<file path="src/rtl/uart_rx.sv">
// UART receiver: 2-flop synchronised line, mid-bit sampling, LSB-first data,
// optional even parity, 1-2 stop bits, one-cycle valid with sticky error flags.
module uart_rx #(
   parameter int I_CLK_FRQ = 100_000_000,
   parameter int BAUD      = 9600,
   parameter int PARITY    = 0,
   parameter int FRAME     = 8,
   parameter int STOP      = 1
) (
   input  logic             i_clk,
   input  logic             i_rst_n,
   input  logic             i_rx,
   output logic [FRAME-1:0] o_data,
   output logic             o_valid,
   output logic             o_parity_err,
   output logic             o_frame_err,
   output logic             o_busy
);

   // state       | meaning
   // S_IDLE      | line idle, waiting for a falling edge on rx_s
   // S_START     | timing to the middle of the start bit, rejecting glitches
   // S_DATA      | sampling FRAME data bits, LSB first
   // S_PAR       | sampling the even parity bit
   // S_STOP      | sampling STOP stop bits; frame completes at the last one
   // S_WAIT_IDLE | last stop bit was low (break); wait for the line to recover

   localparam int CLKS_PER_BIT = I_CLK_FRQ / BAUD;
   localparam int HALF         = CLKS_PER_BIT / 2;
   localparam int CNT_W        = $clog2(CLKS_PER_BIT);
   localparam int IDX_W        = $clog2(FRAME);

   typedef enum logic [2:0] {
      S_IDLE,
      S_START,
      S_DATA,
      S_PAR,
      S_STOP,
      S_WAIT_IDLE
   } state_t;

   state_t             state, state_nxt;
   logic               rx_meta, rx_s;
   logic [CNT_W-1:0]   cnt;
   logic [IDX_W-1:0]   bit_idx;
   logic               stop_idx;
   logic [FRAME-1:0]   shift_reg;
   logic               perr_acc;
   logic               ferr_acc;

   logic               half_tick, tick;
   logic               cnt_clr, smp_data, smp_par, smp_stop, done;

   always_ff @(posedge i_clk or negedge i_rst_n) begin
      if (!i_rst_n) begin
         rx_meta <= 1'b1;
         rx_s    <= 1'b1;
      end else begin
         rx_meta <= i_rx;
         rx_s    <= rx_meta;
      end
   end

   assign half_tick = (cnt == CNT_W'(HALF - 1));
   assign tick      = (cnt == CNT_W'(CLKS_PER_BIT - 1));

   always_ff @(posedge i_clk or negedge i_rst_n) begin
      if (!i_rst_n) state <= S_IDLE;
      else          state <= state_nxt;
   end

   always_comb begin
      state_nxt = state;
      cnt_clr   = 1'b0;
      smp_data  = 1'b0;
      smp_par   = 1'b0;
      smp_stop  = 1'b0;
      done      = 1'b0;
      case (state)
         S_IDLE: begin
            if (!rx_s) begin
               state_nxt = S_START;
               cnt_clr   = 1'b1;
            end
         end
         S_START: begin
            if (half_tick) begin
               cnt_clr   = 1'b1;
               state_nxt = rx_s ? S_IDLE : S_DATA;
            end
         end
         S_DATA: begin
            if (tick) begin
               cnt_clr  = 1'b1;
               smp_data = 1'b1;
               if (bit_idx == IDX_W'(FRAME - 1))
                  state_nxt = (PARITY != 0) ? S_PAR : S_STOP;
            end
         end
         S_PAR: begin
            if (tick) begin
               cnt_clr   = 1'b1;
               smp_par   = 1'b1;
               state_nxt = S_STOP;
            end
         end
         S_STOP: begin
            if (tick) begin
               cnt_clr  = 1'b1;
               smp_stop = 1'b1;
               if (stop_idx == 1'(STOP - 1)) begin
                  done      = 1'b1;
                  // Leaving at mid-stop lets an immediately following start edge be seen.
                  state_nxt = rx_s ? S_IDLE : S_WAIT_IDLE;
               end
            end
         end
         S_WAIT_IDLE: begin
            if (rx_s) state_nxt = S_IDLE;
         end
         default: state_nxt = S_IDLE;
      endcase
   end

   always_ff @(posedge i_clk or negedge i_rst_n) begin
      if (!i_rst_n) begin
         cnt       <= '0;
         bit_idx   <= '0;
         stop_idx  <= 1'b0;
         shift_reg <= '0;
         perr_acc  <= 1'b0;
         ferr_acc  <= 1'b0;
      end else begin
         if (cnt_clr || state == S_IDLE || state == S_WAIT_IDLE) cnt <= '0;
         else                                                    cnt <= cnt + CNT_W'(1);

         if (state == S_START) bit_idx <= '0;
         else if (smp_data)    bit_idx <= bit_idx + IDX_W'(1);

         if (state != S_STOP) stop_idx <= 1'b0;
         else if (smp_stop)   stop_idx <= ~stop_idx;

         if (smp_data) shift_reg[bit_idx] <= rx_s;
         if (smp_par)  perr_acc <= rx_s ^ (^shift_reg);

         if (state == S_START)          ferr_acc <= 1'b0;
         else if (smp_stop && !rx_s)    ferr_acc <= 1'b1;
      end
   end

   // Outputs change only when a frame completes; shift_reg isolates o_data from partial frames.
   always_ff @(posedge i_clk or negedge i_rst_n) begin
      if (!i_rst_n) begin
         o_data       <= '0;
         o_valid      <= 1'b0;
         o_parity_err <= 1'b0;
         o_frame_err  <= 1'b0;
      end else begin
         o_valid <= done;
         if (done) begin
            o_data       <= shift_reg;
            o_parity_err <= (PARITY != 0) ? perr_acc : 1'b0;
            o_frame_err  <= ferr_acc | ~rx_s;
         end
      end
   end

   assign o_busy = (state != S_IDLE);

endmodule

</file>
<file path="config.mk">
export PLATFORM = sky130hd
export DESIGN_NAME = uart_rx
export DESIGN_NICKNAME = d
export VERILOG_FILES = /design/src/rtl/uart_rx.sv
export SDC_FILE = /design/constraint.sdc
export NUM_CORES = 1
export LEC_CHECK = 0
export CAP_MARGIN = 20
export CORE_MARGIN = 2
export CORE_UTILIZATION = 62
export DETAILED_ROUTE_END_ITERATION = 8
export PLACE_DENSITY = 0.83
export SYNTH_ARGS = -nofsm -noshare
export SYNTH_HDL_FRONTEND = slang
export SYNTH_SLANG_ARGS = --single-unit
</file>
<file path="constraint.sdc">
create_clock -name i_clk -period 3.35 [get_ports i_clk]
set_input_delay 0.67 -clock i_clk [delete_from_list [all_inputs] [get_ports i_clk]]
set_output_delay 0.67 -clock i_clk [all_outputs]
set_load 0.05 [all_outputs]
</file>
==> results by group, run 1 <==
Setup path
  – CP Cell Sequence: nor2_1 -> nand2_1 -> clkdlybuf4s50_1
  – Worst path required time: between 2000 and 3000 ps
  – CP max stage cell: clkdlybuf4s50_1
  – Worst setup path class: flip-flop to primary output
  – Largest stage delay, worst path: 710 ps
  – CP arrival: between 2000 and 2500 ps
  – CP Max Fanout: 13
  – Startpoint Class: flip-flop
  – Critical Path Sink Type: primary output

Global route
  – GRT overflow: 0
  – First-pass GRT wire length: ~7.3 mm
  – GRT Total Usage: between 20% and 30%
  – Number of global-route vias before repair: approximately 1500
  – Largest net degree at the start of global routing: 43
  – Initial antenna violation count: 0

Layout
  – Non-Filler Instances: between 200 and 300
  – # diodes: 0
  – Layout Nets: between 200 and 250
  – Area growth syn-to-layout: 8.247%
  – Layout cells sized above 1: approximately 16%
  – Final instance area: 0.002349 mm^2
  – Largest register FFs: 14
  – Util after Layout: 70.38%

Pwr
  – PD cells: between 300 and 400 mW/mm^2
  – Leak Pwr: 1.029 nW
  – Worst VDD drop: around 0.27 mV

Die
  – Initial core utilization: 65.02%
  – Boundary pin count: 15
  – Die width: between 60 and 70 um
  – Die Ht: between 60 and 70 um
  – Core area: around 0.0033 mm^2
  – Cell row count: 21
  – Die ar.: 0.003989 mm^2

Timing
  – Hold WS: 365.0 ps
  – Slew Limit Headroom: between 30% and 40%
  – FMAX: around 350 MHz
  – Max Clock Skew: ~20 ps
  – Max-slew violation count: 0
  – Final hold violation count: 0
  – Final Setup Violations: 0
  – Final period util: 85.33%
  – RSZ-0062 raised after global routing: no
  – TNS Setup: 0 ps
  – Final Critical Period: roughly 2900 ps
  – Slew @ Worst Pin: between 900 and 1000 ps

Clocking
  – Clock Pin Slew Worst Setup and Hold Paths: 140 ps
  – CTS max path bufs: 2
  – Clock latency on the worst-skew pair: 360 ps
  – Post-CTS Resized: 0
  – CTS tree: built
  – Clock sink count: 42
  – Inserted Clock Buffers: 5
  – Hold_buf cts: 0
  – Setup Fix Bufs, Post-CTS: 0
  – CTS root buf: clkbuf_4
  – H-tree Lvls: 2

Logic synthesis
  – Synth top area share: roughly 46%
  – Post-Syn Area: between 0.002 and 0.0025 mm^2
  – Post-synthesis net count: 202
  – Synthesis Warnings: 0
  – Count leader, synth: dfrtp_1
  – Top FF cell, synth: dfrtp_1
  – Netlist cell types: 43
  – Cell taking the most area after synthesis: dfrtp_1
  – Post-Synthesis Cells: roughly 200
  – Synth Register Bits: 42
  – Async set-reset flop share out of synthesis: 100.0%
  – Syn_area_per_cell: around 11 um^2
  – Register area share after synthesis: just under 50%
  – Number of flops mapped to enable cells by yosys: 0
  – Top cells by area, synth: dfrtp_1, mux2_4, xnor2_1
  – Top cells by count, synth: dfrtp_1, nor3_1, nand3_1

Placed design
  – DP HPWL: roughly 2.9 mm
  – Post-DP Area: 0.002290 mm^2
  – GPL Wtd Cong: ~0.86
  – Placed cells: 244
  – I/O Buffers: 13

Route
  – DRC: 0
  – WL final: roughly 4.1 mm
  – Initial DRC count: 120
  – Wire length per cell: 16.42 um
  – Routed vias/inst: between 6 and 7
  – Vias: 1541
  – Antenna-violating nets left: 0
  – DRT Pass-1 Iters: 5

Outcome
  – Status: finished clean

Flow run
  – Max-cap violations: 0

Worst hold path
  – Worst min path class: flip-flop to flip-flop
## power breakdown
| group | leakage (nW) | switching, mW | total, mW | internal, mW |
|---|---|---|---|---|
| combinational | 0.433 | 0.0123 | 0.0145 | 0.00221 |
| clock | 0.0312 | 0.170 | 0.252 | 0.0817 |
| sequential | 0.565 | 0.00253 | 0.512 | 0.509 |
## layout make-up
cell class                      count  area, um^2
Sequential cell                    42        1054
Multi-Input combinational cell    136        1023
Fill cell                         253       988.4
Timing Repair Buffer               14       132.6
Tap cell                           46       57.56
Clock buffer                        5       37.54
Inverter                            6       22.52
Clock inverter                      3       21.27
## critical path: cells and delay by family (launching register included)
family	cells	cell delay [ps]
buf+inv	1	710
flops	1	530
simple gates	2	570
## through the flow
step                worst slack, ps  power [mW]
floorplan                      1439      0.5252
global route                  295.7      0.8175
detailed placement            921.1      0.5367
global placement               1064      0.5359
finish                        491.3      0.7782
CTS                           495.8      0.7872
## layer usage
layer	vias up	routed length [um]	track usage, %
met4	0	53	8.611
met5	-	0	0
li1	732	-	-
met3	6	171	5.357
met2	46	2020	36.70
met1	757	1892	33.17
## worst paths after layout
check	start	slack, ps	cells after the start	endpoint
worst min-delay path	rx_meta	370	0	rx_s
worst max-delay path	state[0]	490	3	o_busy
worst min register to register	rx_meta	370	0	rx_s
worst max register to register	state[0]	990	4	o_data[0]
max in group asynchronous	i_rst_n	2360	1	cnt[10]
min in group asynchronous	i_rst_n	420	1	state[2]
## cell families after synthesis
| group | share of synthesized area [%] |
|---|---|
| AO/OA/AOI/OAI | 5.939 |
| XOR/XNOR | 5.248 |
| adder cells (fa/ha/maj) | 1.730 |
| buffers and inverters | 4.268 |
| flip-flops | 48.56 |
| multiplexers | 10.90 |
| other | 0.1728 |
| AND/OR/NAND/NOR | 23.18 |
## placed cells by master, fill, tap and decap left out, drive strengths merged, types with 6 or more instances in the layout
| cell | Yosys | routed |
|---|---|---|
| nor2 | 9 | 9 |
| nand2 | 6 | 6 |
| nand4 | 7 | 7 |
| inv | 6 | 6 |
| nor3 | 19 | 19 |
| mux2 | 18 | 18 |
| nand3 | 13 | 13 |
| clkdlybuf4s50 | 0 | 12 |
| dfrtp | 40 | 40 |
| xnor2 | 12 | 12 |
Note: power is estimated with default switching activity, not from simulation.
==> run 2, diff against run 1 <==
--- a/config.mk
+++ b/config.mk
@@ -7,9 +7,9 @@
 export LEC_CHECK = 0
 export CAP_MARGIN = 20
 export CORE_MARGIN = 2
-export CORE_UTILIZATION = 62
+export CORE_UTILIZATION = 60
 export DETAILED_ROUTE_END_ITERATION = 8
-export PLACE_DENSITY = 0.83
+export PLACE_DENSITY = 0.81
 export SYNTH_ARGS = -nofsm -noshare
 export SYNTH_HDL_FRONTEND = slang
 export SYNTH_SLANG_ARGS = --single-unit
==> results by group, run 2 (same netlist as run 1, synthesis figures left out) <==
Layout
  – Multi-input gate area: roughly 0.0010 mm^2
  – Seq. cell area: between 0.001 and 0.0015 mm^2
  – Commonest non-fill, non-tap cell in the layout: dfrtp_1
  – Area growth syn-to-layout: 9.285%
  – Layout cells sized above 1: between 15 and 20%
  – Filler cells: around 260
  – Layout Nets: 211
  – # diodes: 0
  – Largest register FFs: 14
  – Most frequent cells in the layout: dfrtp_1, nor3_1, nand3_1

Setup path
  – Crit path from: state[0]
  – Startpoint Class: flip-flop
  – Worst setup path class: flip-flop to primary output
  – Reg-to-reg setup timing slack: roughly 1100 ps
  – CP Max Fanout: 13
  – Worst Setup EP: o_busy
  – Worst r2r dst: o_frame_err
  – Worst path required time: about 2700 ps
  – Reg2reg start: state[0]
  – Critical Path Sink Type: primary output
  – CP arrival: 2110 ps
  – Worst reg2reg path depth: 4

Die
  – Die Ht: 64.13 um
  – Boundary pin count: 15
  – Die width: about 64 um
  – Die ar.: approximately 0.0041 mm^2
  – Core area: roughly 0.0034 mm^2
  – Initial core utilization: a little under two thirds
  – Cell row count: 21

Global route
  – Routing usage on met2: between 30% and 40%
  – Busiest layer in global routing: met2
  – GRT Total Usage: between 20% and 30%
  – Number of global-route vias before repair: about 1500
  – GRT overflow: 0
  – Largest net degree at the start of global routing: 43
  – Met1 usage: 29.81%
  – Initial antenna violation count: 0
  – First-pass GRT wire length: slightly below 7 mm
  – Met3 usage: between 5 and 6%

Placed design
  – I/O Buffers: 13
  – GPL Wtd Cong: 0.9475
  – DP HPWL: between 2 and 3 mm

Clocking
  – Inserted Clock Buffers: 5
  – CTS tree: built
  – Hold_buf cts: 0
  – Clock Pin Slew Worst Setup and Hold Paths: between 100 and 150 ps
  – Clock latency on the worst-skew pair: 360 ps
  – H-tree Lvls: 2
  – Setup Fix Bufs, Post-CTS: 0
  – Clock sink count: 42
  – CTS max path bufs: 2
  – CTS root buf: clkbuf_4
  – Post-CTS Resized: 0

Route
  – Initial DRC count: 100
  – Routed vias/inst: around 6.0
  – Wire length per cell: about 15 um
  – WL final: approximately 3.8 mm
  – Vias: between 1500 and 2000
  – DRT Pass-1 Iters: 4
  – DRC: 0
  – Antenna-violating nets left: 0

Timing
  – Slew @ Worst Pin: between 900 and 1000 ps
  – Max-slew violation count: 0
  – Final Setup Violations: 0
  – Slew Limit Headroom: between 30% and 40%
  – RSZ-0062 raised after global routing: no
  – Final hold violation count: 0
  – Max Clock Skew: 10.09 ps
  – Final Critical Period: ~2800 ps
  – TNS Setup: 0 ps
  – Hold WS: 370.0 ps
  – Final period util: 82.96%
  – FMAX: 359.8 MHz

Pwr
  – Leak Pwr: 1.043 nW
  – PD cells: 359.2 mW/mm^2
  – Worst VDD drop: between 0.2 and 0.25 mV

Outcome
  – Status: finished clean

Flow run
  – Max-cap violations: 0

Worst hold path
  – Worst min path class: flip-flop to flip-flop
[run 2: cell type report]
cell class                      instances  area share [%]
Sequential cell                        42           44.43
Multi-Input combinational cell        136           43.17
Timing Repair Buffer                   14           5.594
Tap cell                               46           2.427
Clock inverter                          3           1.847
Clock buffer                            5           1.583
Inverter                                6          0.9499
[run 2: worst min-delay path by stage]
stage / cells past startpoint / slack (ps) / end / start
global route: 0 / 380 / rx_s / rx_meta
detailed placement: 0 / 350 / rx_s / rx_meta
finish: 0 / 370 / rx_s / rx_meta
floorplan: 0 / 350 / rx_s / rx_meta
global placement: 0 / 350 / rx_s / rx_meta
CTS: 0 / 370 / rx_s / rx_meta
[run 2: power breakdown]
group          internal [mW]  switching, mW
Combinational        0.00221         0.0121
Clock                  0.158          0.167
Sequential             0.509        0.00263
Total                  0.670          0.182
[run 2: through the flow]
stage          setup WS (ps)  utilization (%)  instance area (um^2)  cells  total power, mW
2_1_floorplan           1439                -                  2170    196           0.5252
3_3_place_gp            1063            67.03                  2290    244           0.5356
3_5_place_dp           994.5            67.03                  2290    244           0.5367
4_1_cts                560.3            69.41                  2371    252           0.8647
5_1_grt                390.3            69.41                  2371    252           0.8848
6_report               570.8            69.41                  2371    252           0.8517
[run 2: critical path, stage by stage, from the launching register on]
cell,delay (ps)
dfrtp_1,520
nor2_1,420
nand2_1,100
clkdlybuf4s50_1,710
[run 2: routing by layer]
| metal | vias to the layer above | wire [um] |
|---|---|---|
| li1 | 724 | - |
| met1 | 741 | 1771 |
| met2 | 49 | 1798 |
| met3 | 7 | 189 |
| met4 | 0 | 66 |
| met5 | - | 0 |
==> RTL change (settings of run 1) <==
Reset style: synchronous (`i_rst_n`), changed in 4 clocked blocks.
--- a/src/rtl/uart_rx.sv
+++ b/src/rtl/uart_rx.sv
@@ -51,7 +51,7 @@
    logic               half_tick, tick;
    logic               cnt_clr, smp_data, smp_par, smp_stop, done;
 
-   always_ff @(posedge i_clk or negedge i_rst_n) begin
+   always_ff @(posedge i_clk) begin
       if (!i_rst_n) begin
          rx_meta <= 1'b1;
          rx_s    <= 1'b1;
@@ -64,7 +64,7 @@
    assign half_tick = (cnt == CNT_W'(HALF - 1));
    assign tick      = (cnt == CNT_W'(CLKS_PER_BIT - 1));
 
-   always_ff @(posedge i_clk or negedge i_rst_n) begin
+   always_ff @(posedge i_clk) begin
       if (!i_rst_n) state <= S_IDLE;
       else          state <= state_nxt;
    end
@@ -122,7 +122,7 @@
       endcase
    end
 
-   always_ff @(posedge i_clk or negedge i_rst_n) begin
+   always_ff @(posedge i_clk) begin
       if (!i_rst_n) begin
          cnt       <= '0;
          bit_idx   <= '0;
@@ -149,7 +149,7 @@
    end
 
    // Outputs change only when a frame completes; shift_reg isolates o_data from partial frames.
-   always_ff @(posedge i_clk or negedge i_rst_n) begin
+   always_ff @(posedge i_clk) begin
       if (!i_rst_n) begin
          o_data       <= '0;
          o_valid      <= 1'b0;
Check against the original RTL: differs if i_rst_n is asserted again (counterexample within 4 cycles, from zero or initial values and one cycle with i_rst_n low); with i_rst_n held inactive, the same outputs for 10 cycles.
==> RTL change against run 1 <==
- non-clock buffer count unchanged
- first-iteration DRC count is 43% lower
- area after synthesis is 11% lower
- global-route usage shrank 0.29 points
- routed wire length down 13%
- hold slack gained 0.068 ns
- cell area decreased by 10%
- sequential cell count is the same
- worst setup slack better by 0.33 ns
Power is not compared: it rests on default switching activity, and its combinational part moved more than twofold at a synthesized area within 25%.
==> RTL change: results (changes against run 1) <==
finish:
  final_cells: 249  # was 252
  num-nets-final: 221  # was 211
  drive_gt1_frac: 0.1019  # was 0.1602
route:
  vias_per_cell: 5.731  # was 6.115
  drt_first_iter_violations: 68  # was 120
  route.final.wire_length_mm: 3.581  # was 4.137 mm
  initial_drt_pass_iterations: 4  # was 5
setup_path:
  cp.arrival_ns: 1.86  # was 2.19 ns
  reg2reg_from: "cnt[0]"  # was state[0]
  r2r_depth: 6  # was 4
  critical_path.max_fanout: 11  # was 13
  regToRegEndpoint: "shift_reg[1]"  # was o_data[0]
  r2r_setup_slack_ns: 0.85  # was 0.99 ns
logic_synthesis:
  synth-async-reset-ratio: 0  # was 1.000
  synthDistinctLibCells: 42  # was 43
  main_area_contributors_after_synthesis: "sky130_fd_sc_hd__dfxtp_1 44%, sky130_fd_sc_hd__mux2i_1 10%, sky130_fd_sc_hd__nor2_1 6.4%, sky130_fd_sc_hd__nand2_1 4.1%, sky130_fd_sc_hd__xor2_1 4.1%"  # was sky130_fd_sc_hd__dfrtp_1 46%, sky130_fd_sc_hd__mux2_4 6.2%, sky130_fd_sc_hd__xnor2_1 4.8%, sky130_fd_sc_hd__mux2_2 4.7%, sky130_fd_sc_hd__nor3_1 4.4%
  yosys-mux-area-fraction: 0.1042  # was 0.1090
  synthesis.instances: 204  # was 196
  synth.net_count: 210  # was 202
  synth_commonest_cells: "42 x sky130_fd_sc_hd__dfxtp_1, 33 x sky130_fd_sc_hd__nor2_1, 21 x sky130_fd_sc_hd__nand2_1"  # was 40 x sky130_fd_sc_hd__dfrtp_1, 19 x sky130_fd_sc_hd__nor3_1, 13 x sky130_fd_sc_hd__nand3_1
  synth-adder-area-share: 0.01954  # was 0.01730
  ys_seq_area_frac: 0.4378  # was 0.4856
  ys.flop_type: "sky130_fd_sc_hd__dfxtp_1"  # was sky130_fd_sc_hd__dfrtp_1
  synthXorXnorAreaFrac: 0.06840  # was 0.05248
place:
  hpwl_mm: 2.602  # was 2.948 mm
  final_wtd_congestion: 0.9692  # was 0.8621
min_path:
  whs_endpoint: "rx_s"  # unchanged
  hp-class: "flop to flop"  # unchanged
  holdPathStages: 1  # was 0
  hp-start: "rx_meta"  # unchanged
global_route:
  grt_max_degree: 15  # was 43
  grt.total_usage: 0.2353  # was 0.2382
  grt_pass1_vias: 1418  # was 1,512
  grt_pass1_wl_mm: 6.182  # was 7.341 mm
run_status:
  outcome: "finished, final reports clean"  # unchanged
sta:
  clock-skew-final_ns: 0.01321  # was 0.02041 ns
  worst_pin_slew_ns: 0.5130  # was 0.9071 ns
-- RTL change: cell types whose count changed after synthesis, moves of 9 or more --
cell,delta
sky130_fd_sc_hd__nand2_1,+15
sky130_fd_sc_hd__nor2_1,+24
sky130_fd_sc_hd__dfxtp_1,+42
sky130_fd_sc_hd__mux2_2,-9
sky130_fd_sc_hd__dfrtp_1,-40
sky130_fd_sc_hd__nor3_1,-15
sky130_fd_sc_hd__mux2_4,-9
sky130_fd_sc_hd__mux2i_1,+20
-- RTL change: where the power goes --
part / total, W / switching (W) / internal [W]
combinational: 0.0000992 / 0.0000602 / 0.0000391
sequential: 0.000521 / 0.0000135 / 0.000507
clock: 0.000271 / 0.000165 / 0.000106
-- RTL change: per-stage QoR --
step | area (µm²) | hold slack, ns | setup WS (ns)
after floorplan | 1921 | 0.3863 | 1.217
after global placement | 2046 | 0.3902 | 1.018
after detailed placement | 2046 | 0.4070 | 0.8426
after CTS | 2110 | 0.4363 | 0.7980
after global routing | 2110 | 0.4700 | 0.5989
final | 2110 | 0.4332 | 0.8190
-- RTL change: logic make-up (layout without fill, tap and decap cells) --
kind of cell / count (synthesis) / in the layout
and+or+nand+nor: 94 / 94
DFF: 42 / 42
muxes: 20 / 20
buffers and inverters: 16 / 28
xor gates and xnor gates: 15 / 15
AOI/OAI and AO/OA: 13 / 13
adders and majority gates: 3 / 3
other: 1 / 1
-- RTL change: routing by layer --
| layer | track usage | part of all wire | vias to the layer above |
|---|---|---|---|
| li1 | - | - | 724 |
| met1 | 0.2658 | 0.42 | 667 |
| met2 | 0.4037 | 0.52 | 25 |
| met3 | 0.05844 | 0.037 | 11 |
| met4 | 0.1270 | 0.022 | 0 |
| met5 | 0 | 0 | - |
-- RTL change: area by class of cell --
cell class | count | area, µm²
multi-input cells | 146 | 1003
fillers | 236 | 893.4
flip-flops and latches | 42 | 840.8
repair buffers | 14 | 137.6
clock buffers | 7 | 55.05
inverters | 6 | 22.52
clock inverters | 1 | 8.758
well taps | 33 | 41.29
-- RTL change: how the worst max path moves through the flow --
stage,start,end,slack [ns],depth (start not counted)
global placement,cnt[0],shift_reg[1],1.02,6
detailed placement,cnt[0],shift_reg[1],0.84,6
CTS,state[2],o_busy,0.80,2
global route,cnt[0],shift_reg[5],0.60,6
finish,state[2],o_busy,0.82,2
floorplan,cnt[0],cnt[10],1.22,7
-- RTL change: critical path, cell delays in order (launching register included) --
cell                              delay [ns]
sky130_fd_sc_hd__dfxtp_1                0.42
sky130_fd_sc_hd__or3_1                  0.39
sky130_fd_sc_hd__clkdlybuf4s50_1        0.70
